[src/rtl/cpu_mem_arbiter.sv]
// Shares one memory port between fetch (port 0) and LSU (port 1); the grant is presented to memory in the same cycle it is decided.
// A request stalls in ISSUE until memory accepts it; one transaction is in flight at a time.
module cpu_mem_arbiter #(
    parameter int PRIORITY = 0
) (
    input  logic        i_clk,
    input  logic        i_rst,
    input  logic        i_p0_req,
    input  logic [31:0] i_p0_addr,
    output logic        o_p0_ready,
    output logic [31:0] o_p0_data,
    output logic        o_p0_valid,
    input  logic        i_p1_req,
    input  logic [31:0] i_p1_addr,
    input  logic        i_p1_wr_en,
    input  logic [31:0] i_p1_wr_data,
    input  logic [3:0]  i_p1_wr_mask,
    output logic        o_p1_ready,
    output logic [31:0] o_p1_data,
    output logic        o_p1_valid,
    output logic        o_mem_req,
    output logic [31:0] o_mem_addr,
    output logic        o_mem_wr_en,
    output logic [31:0] o_mem_wr_data,
    output logic [3:0]  o_mem_wr_mask,
    input  logic        i_mem_ready,
    input  logic [31:0] i_mem_data,
    input  logic        i_mem_valid,
    output logic        o_busy,
    output logic        o_spurious
);

    typedef enum logic [1:0] {
        IDLE  = 2'd0,
        ISSUE = 2'd1,
        WAIT  = 2'd2
    } state_t;

    state_t state_q, state_d;
    logic   owner_q, owner_d;
    logic   last_q, last_d;
    logic   spurious_q, spurious_d;

    logic   winner;
    logic   sel;
    logic   sel_req;
    logic   present;
    logic   accept;
    logic   resp;

    always_comb begin
        winner = 1'b0;
        if (i_p0_req && i_p1_req) begin
            winner = (PRIORITY != 0) ? 1'b1 : ~last_q;
        end else if (i_p1_req) begin
            winner = 1'b1;
        end
        // Once locked, the owner keeps the bus even if the other port would win a fresh tie.
        sel     = (state_q == IDLE) ? winner : owner_q;
        sel_req = sel ? i_p1_req : i_p0_req;
        present = ((state_q == IDLE) || (state_q == ISSUE)) && sel_req;
        accept  = present && i_mem_ready;
        resp    = (state_q == WAIT) && i_mem_valid;
    end

    always_comb begin
        o_mem_req     = present;
        o_mem_addr    = 32'd0;
        o_mem_wr_en   = 1'b0;
        o_mem_wr_data = 32'd0;
        o_mem_wr_mask = 4'd0;
        if (present) begin
            if (sel) begin
                o_mem_addr    = i_p1_addr;
                o_mem_wr_en   = i_p1_wr_en;
                o_mem_wr_data = i_p1_wr_data;
                o_mem_wr_mask = i_p1_wr_mask;
            end else begin
                o_mem_addr    = i_p0_addr;
            end
        end
        o_p0_ready = accept && !sel;
        o_p1_ready = accept && sel;
        o_p0_valid = resp && !owner_q;
        o_p1_valid = resp && owner_q;
        o_p0_data  = o_p0_valid ? i_mem_data : 32'd0;
        o_p1_data  = o_p1_valid ? i_mem_data : 32'd0;
        o_busy     = (state_q != IDLE);
        o_spurious = spurious_q;
    end

    always_comb begin
        state_d    = state_q;
        owner_d    = owner_q;
        last_d     = last_q;
        spurious_d = spurious_q || (i_mem_valid && (state_q != WAIT));
        case (state_q)
            IDLE: begin
                if (accept) begin
                    state_d = WAIT;
                    owner_d = sel;
                    last_d  = sel;
                end else if (present) begin
                    state_d = ISSUE;
                    owner_d = sel;
                end
            end
            ISSUE: begin
                if (!sel_req) begin
                    state_d = IDLE;
                end else if (accept) begin
                    state_d = WAIT;
                    last_d  = owner_q;
                end
            end
            WAIT: begin
                if (i_mem_valid) begin
                    state_d = IDLE;
                end
            end
            default: state_d = IDLE;
        endcase
    end

    always_ff @(posedge i_clk) begin
        if (i_rst) begin
            state_q    <= IDLE;
            owner_q    <= 1'b0;
            last_q     <= 1'b1;
            spurious_q <= 1'b0;
        end else begin
            state_q    <= state_d;
            owner_q    <= owner_d;
            last_q     <= last_d;
            spurious_q <= spurious_d;
        end
    end

endmodule

[config.mk]
export PLATFORM = sky130hd
export DESIGN_NAME = cpu_mem_arbiter
export DESIGN_NICKNAME = d
export VERILOG_FILES = /design/src/rtl/cpu_mem_arbiter.sv
export SDC_FILE = /design/constraint.sdc
export NUM_CORES = 1
export LEC_CHECK = 0
export BUFFER_PORTS_ARGS = -buffer_cell sky130_fd_sc_hd__clkbuf_2
export CAP_MARGIN = 5
export CORE_AREA = 2 2 108 110
export DETAILED_ROUTE_END_ITERATION = 10
export DIE_AREA = 0 0 110 112
export SLEW_MARGIN = 30
export SYNTH_ARGS = -nofsm -noshare
export SYNTH_HDL_FRONTEND = slang
export SYNTH_SLANG_ARGS = --single-unit
[constraint.sdc]
create_clock -name i_clk -period 4.4 [get_ports i_clk]
set_input_delay 0.22 -clock i_clk [delete_from_list [all_inputs] [get_ports i_clk]]
set_output_delay 0.22 -clock i_clk [all_outputs]
set_load 0.02 [all_outputs]
Word level (Yosys, flattened, before mapping)
Index checks and enable logic that the tools add are counted.
{"block": "word_totals", "register_bits": 5, "inputBits": 139, "out_inout_bits": 140}
{"block": "classes", "n_eq_ne": 9, "n_mux": 26, "n_bitwise": 1, "n_reduce_logical": 20}
{"cell": "32-bit two-way mux", "n": 6}
{"cell": "1-bit two-way mux", "n": 11}
{"cell": "2-bit two-way mux", "n": 5}
{"cell": "2-bit != test, second input constant", "n": 5}
{"cell": "1-bit logical AND", "n": 9}
{"cell": "4-bit two-way mux", "n": 2}
{"cell": "3-bit != test, second input constant", "n": 2}
{"cell": "2-bit case mux with 3 select lines", "n": 1}
{"cell": "2-bit nonzero test", "n": 3}
{"cell": "4-bit AND reduction", "n": 1}
{"cell": "3-bit AND reduction", "n": 1}
{"cell": "2-bit by 1-bit == test with 1-bit output, second input constant", "n": 1}
{"cell": "2-bit == test, second input constant", "n": 1}
{"cell": "1-bit logical NOT", "n": 2}
{"cell": "2-bit logical NOT", "n": 1}
{"cell": "1-bit logical OR", "n": 2}
{"cell": "1-bit case mux with 2 select lines", "n": 1}
{"cell": "2-bit AND reduction", "n": 1}
{"cell": "1-bit inverter", "n": 1}

Depth between registers and ports, before layout
{"block": "logic_depth", "depth_word": 9, "ltp_mapped": 6, "mapped_depth_nobuf": 4}

Worst setup path before layout
Ideal clock, no wire load.
{"block": "synth_timing", "kind": "register to output", "startpoint": "register state_q[0]", "endpoint": "output o_mem_addr[0]", "arrival_ns": 1.641, "t_required_ns": 4.180, "slack_ns": 2.539, "stages_incl_launch_ff": 7, "path_buffers": 2, "cell_sequence": "dfxtp_1 buf_2 nor2_2 inv_1 buf_1 o211ai_1 a31oi_1"}
{"block": "synth_via", "elab_chain_cells": 5, "elab_cells_between_ends": 8}
{"item": "from (decl)", "line_no": "39", "text": "state_t state_q, state_d;"}
{"item": "from (signal assigned)", "line_no": "132", "text": "state_q <= state_d;"}
{"item": "2-bit logical NOT", "line_no": "59, 61"}
{"item": "1-bit two-way mux", "line_no": "59", "text": "sel = (state_q == IDLE) ? winner : owner_q;"}
{"item": "1-bit two-way mux", "line_no": "60", "text": "sel_req = sel ? i_p1_req : i_p0_req;"}
{"item": "1-bit logical AND", "line_no": "61", "text": "present = ((state_q == IDLE) || (state_q == ISSUE)) && sel_req;"}
{"item": "32-bit two-way mux (*)", "line_no": "72", "text": "if (present) begin"}
{"item": "to (decl)", "line_no": "22", "text": "output logic [31:0] o_mem_addr,"}
Mark *: on every way between the ends. The rest lies on a longest branch, timed or not.

Worst setup path in the final report
{"block": "layout_timing", "startpoint": "register state_q[0]", "endpoint": "output o_mem_wr_mask[1]"}
{"block": "layout_via", "elab_chain_cells": 5, "elab_cells_between_ends": 8}
{"item": "2-bit logical NOT", "line_no": "59, 61"}
{"item": "1-bit two-way mux", "line_no": "59"}
{"item": "1-bit two-way mux", "line_no": "60"}
{"item": "1-bit logical AND", "line_no": "61"}
{"item": "4-bit two-way mux (*)", "line_no": "72"}
{"item": "to (decl)", "line_no": "25", "text": "output logic [3:0] o_mem_wr_mask,"}
Marked as above.

==> qor.yml <==
status:
  status: "finished, final reports clean"
cells_and_area:
  fin_util_pct: 30.5
  drive_above_1_share_pct: 53.7
  areaGrowthSynthToFinish_pct: 87.8
  fin_nets: 697
  fill_cells: 1255
  final_cell_area_um2: 3400
  layout.cells.non_filler: 700
  layout_commonest_cell: "clkbuf_2"
  final_cell_mix: "278 x clkbuf_2, 101 x and2_1, 33 x nand3_1"
  num_antenna_cells: 0
grt:
  grt_pass1_vias: 2521
  track_usage_pct: 12.9
  grt-ovfl-total: 0
  antenna_found_initial: 0
  grt_pass1_wl_um: 12900
  grt_max_degree: 37
clocking:
  cts.htree.levels: 1
  clock_sinks: 5
  holdBufCountCts: 0
  postCtsSetupRepairBufs: 0
  cts_buffer_depth: 2
  numCtsBuffers: 3
  clock_tree.root_cell: "clkbuf_16"
  cts_tree: "yes"
  ctsResizeCount: 0
  clk_pin_slew_ns: 0.03
  clk_latency_ns: 0.23
route:
  wl_per_cell_um: 13.1
  first_pass_iters: 4
  dr.first_iter.drc_count: 155
  ant_nets: 0
  wl_um: 9180
  drc_errors: 0
  vias: 3097
  via_per_inst: 4.42
timing:
  hold_viol_final: 0
  whs_ns: 0.182
  fin_skew_ns: 0.00188
  tightest_slew_ns: 0.667
  min_period_ns: 2.35
  setup_tns_ns: 0
  maxSlewHeadroom_pct: 55.5
  fin_crit_sh_pct: 53.4
  finalSetupViolations: 0
  fmaxAchievable_ghz: 0.425
  rsz0062_at_grt: "false"
  drv_slew: 0
  setup_slack_ns: 2.05
floorplan:
  die_area_um2: 12300
  die_h_um: 112
  fp.dieW_um: 110
  rows: 39
  ios: 279
  core_um2: 11200
  start_util_pct: 16.2
worst_setup_path:
  crit_cells: 6
  critPathMaxStageDelay_ns: 0.50
  rr_worst_depth: 3
  crit_required_ns: 4.18
  cp_max_fo: 15
  critPathArrivalTime_ns: 2.13
  r2r_slack_ns: 2.90
  cp-startpoint: "state_q[0]$_SDFFE_PP0P_"
  worst_path_max_delay_cell: "dfxtp_1"
  endpoint: "o_mem_wr_mask[1]"
  crit_path_frequent_cell: "buf_4"
  crit_family: "buffers and inverters"
  timing.rr.start: "owner_q$_SDFFE_PP0P_"
  crit_chain: "and3b_1 > a2111oi_4 > buf_4 > buf_4 > and2_1 > clkbuf_2"
  reg2reg_to: "state_q[0]$_SDFFE_PP0P_"
  critical_path_class: "reg -> out"
  critPathBufInv: 3
  worstSetupEndpointType: "output port"
  start_kind: "register"
placement:
  place.gp.congestion: 0.755
  dp.cells: 696
  dp_hpwl_um: 7250
  post-place-ws_ns: 2.28
  place_area_um2: 3320
  port_buffers: 278
synth:
  synthesis.area_um2: 1810
  synthXorXnorAreaFrac_pct: 0
  syn-num-nets: 439
  async_reset_ff_share_pct: 0
  syn_area_per_cell_um2: 6.04
  synthMuxAreaShare_pct: 1.10
  yosys.area_share.simple_pct: 54.4
  synth_top_family_by_area: "simple AND/OR/NAND/NOR gates"
  yosysSeqAreaShare_pct: 5.52
  synthAdderAreaFrac_pct: 0
  netlist_instances: 300
  ys_ff_latch: 5
  ys.flop_type: "dfxtp_1"
  synth_edf_count: 0
  ys_warn_count: 0
  synth_cell_types: 30
  synth_compound_area_share_pct: 30.8
power_and_ir_drop:
  leakagePower_nw: 1.85
  finalPower_uw: 618
  powerDensity_nw_per_um2: 182
  irDropWorstVdd_v: 0.000127
worst_hold_path:
  hp-class: "in -> reg"
run:
  max_cap_violations: 0
[report_power, final]
part	internal, mW	leakage [nW]	switching [mW]
Sequential	0.0496	0.0414	0.00599
Clock	0.120	0.0382	0.0302
Combinational	0.156	1.77	0.256
[state kept, by name, indices dropped and copies added (netlist names)]
| name | flops |
|---|---|
| last_q | 1 |
| state_q | 2 |
| o_spurious | 1 |
| owner_q | 1 |
[layout make-up]
cell class                      instances  area [um^2]  area share, %
Clock buffer                            4         78.8           2.32
Multi-Input combinational cell        256         1570           46.2
Sequential cell                         5          100           2.94
Inverter                                6         22.5          0.662
Timing Repair Buffer                  286         1450           42.6
Tap cell                              143          179           5.26
[metal layers]
metal	vias up	GRT usage, %	part of all wire [%]
met5	-	0	0
met4	0	1.52	0.57
met3	6	3.04	10
met2	167	22.5	49
met1	1352	16.5	40
li1	1572	-	-
[Yosys cell counts (all sizes together), types with 2 or more instances]
library cell / number / area [um^2]
nor2: 3 / 13.8
mux2i: 2 / 20.0
nand2b: 2 / 12.5
inv: 6 / 22.5
a21o: 2 / 15.0
o211ai: 31 / 233
clkbuf: 30 / 113
nand2: 32 / 120
nand3: 33 / 165
a31oi: 32 / 200
buf: 3 / 13.8
and2: 101 / 632
dfxtp: 5 / 100
nor3: 3 / 25.0
a21oi: 4 / 20.0
[logic make-up (layout without fill, tap and decap cells)]
logic type,count (synthesis),after routing
simple gates,176,176
buf+inv,39,296
mux,2,2
compound gates,78,78
flops,5,5
[worst min path at each step]
stage / start / end / slack, ns / cells after the start
after CTS: i_mem_ready / state_q[0]$_SDFFE_PP0P_ / 0.17 / 2
after global placement: i_mem_ready / state_q[0]$_SDFFE_PP0P_ / 0.41 / 2
final: i_mem_ready / state_q[0]$_SDFFE_PP0P_ / 0.18 / 2
after detailed placement: i_mem_ready / state_q[0]$_SDFFE_PP0P_ / 0.41 / 2
after floorplan: i_rst / owner_q$_SDFFE_PP0P_ / 0.29 / 1
after global routing: i_mem_ready / state_q[0]$_SDFFE_PP0P_ / 0.18 / 2
(Power assumes the default switching activity.)
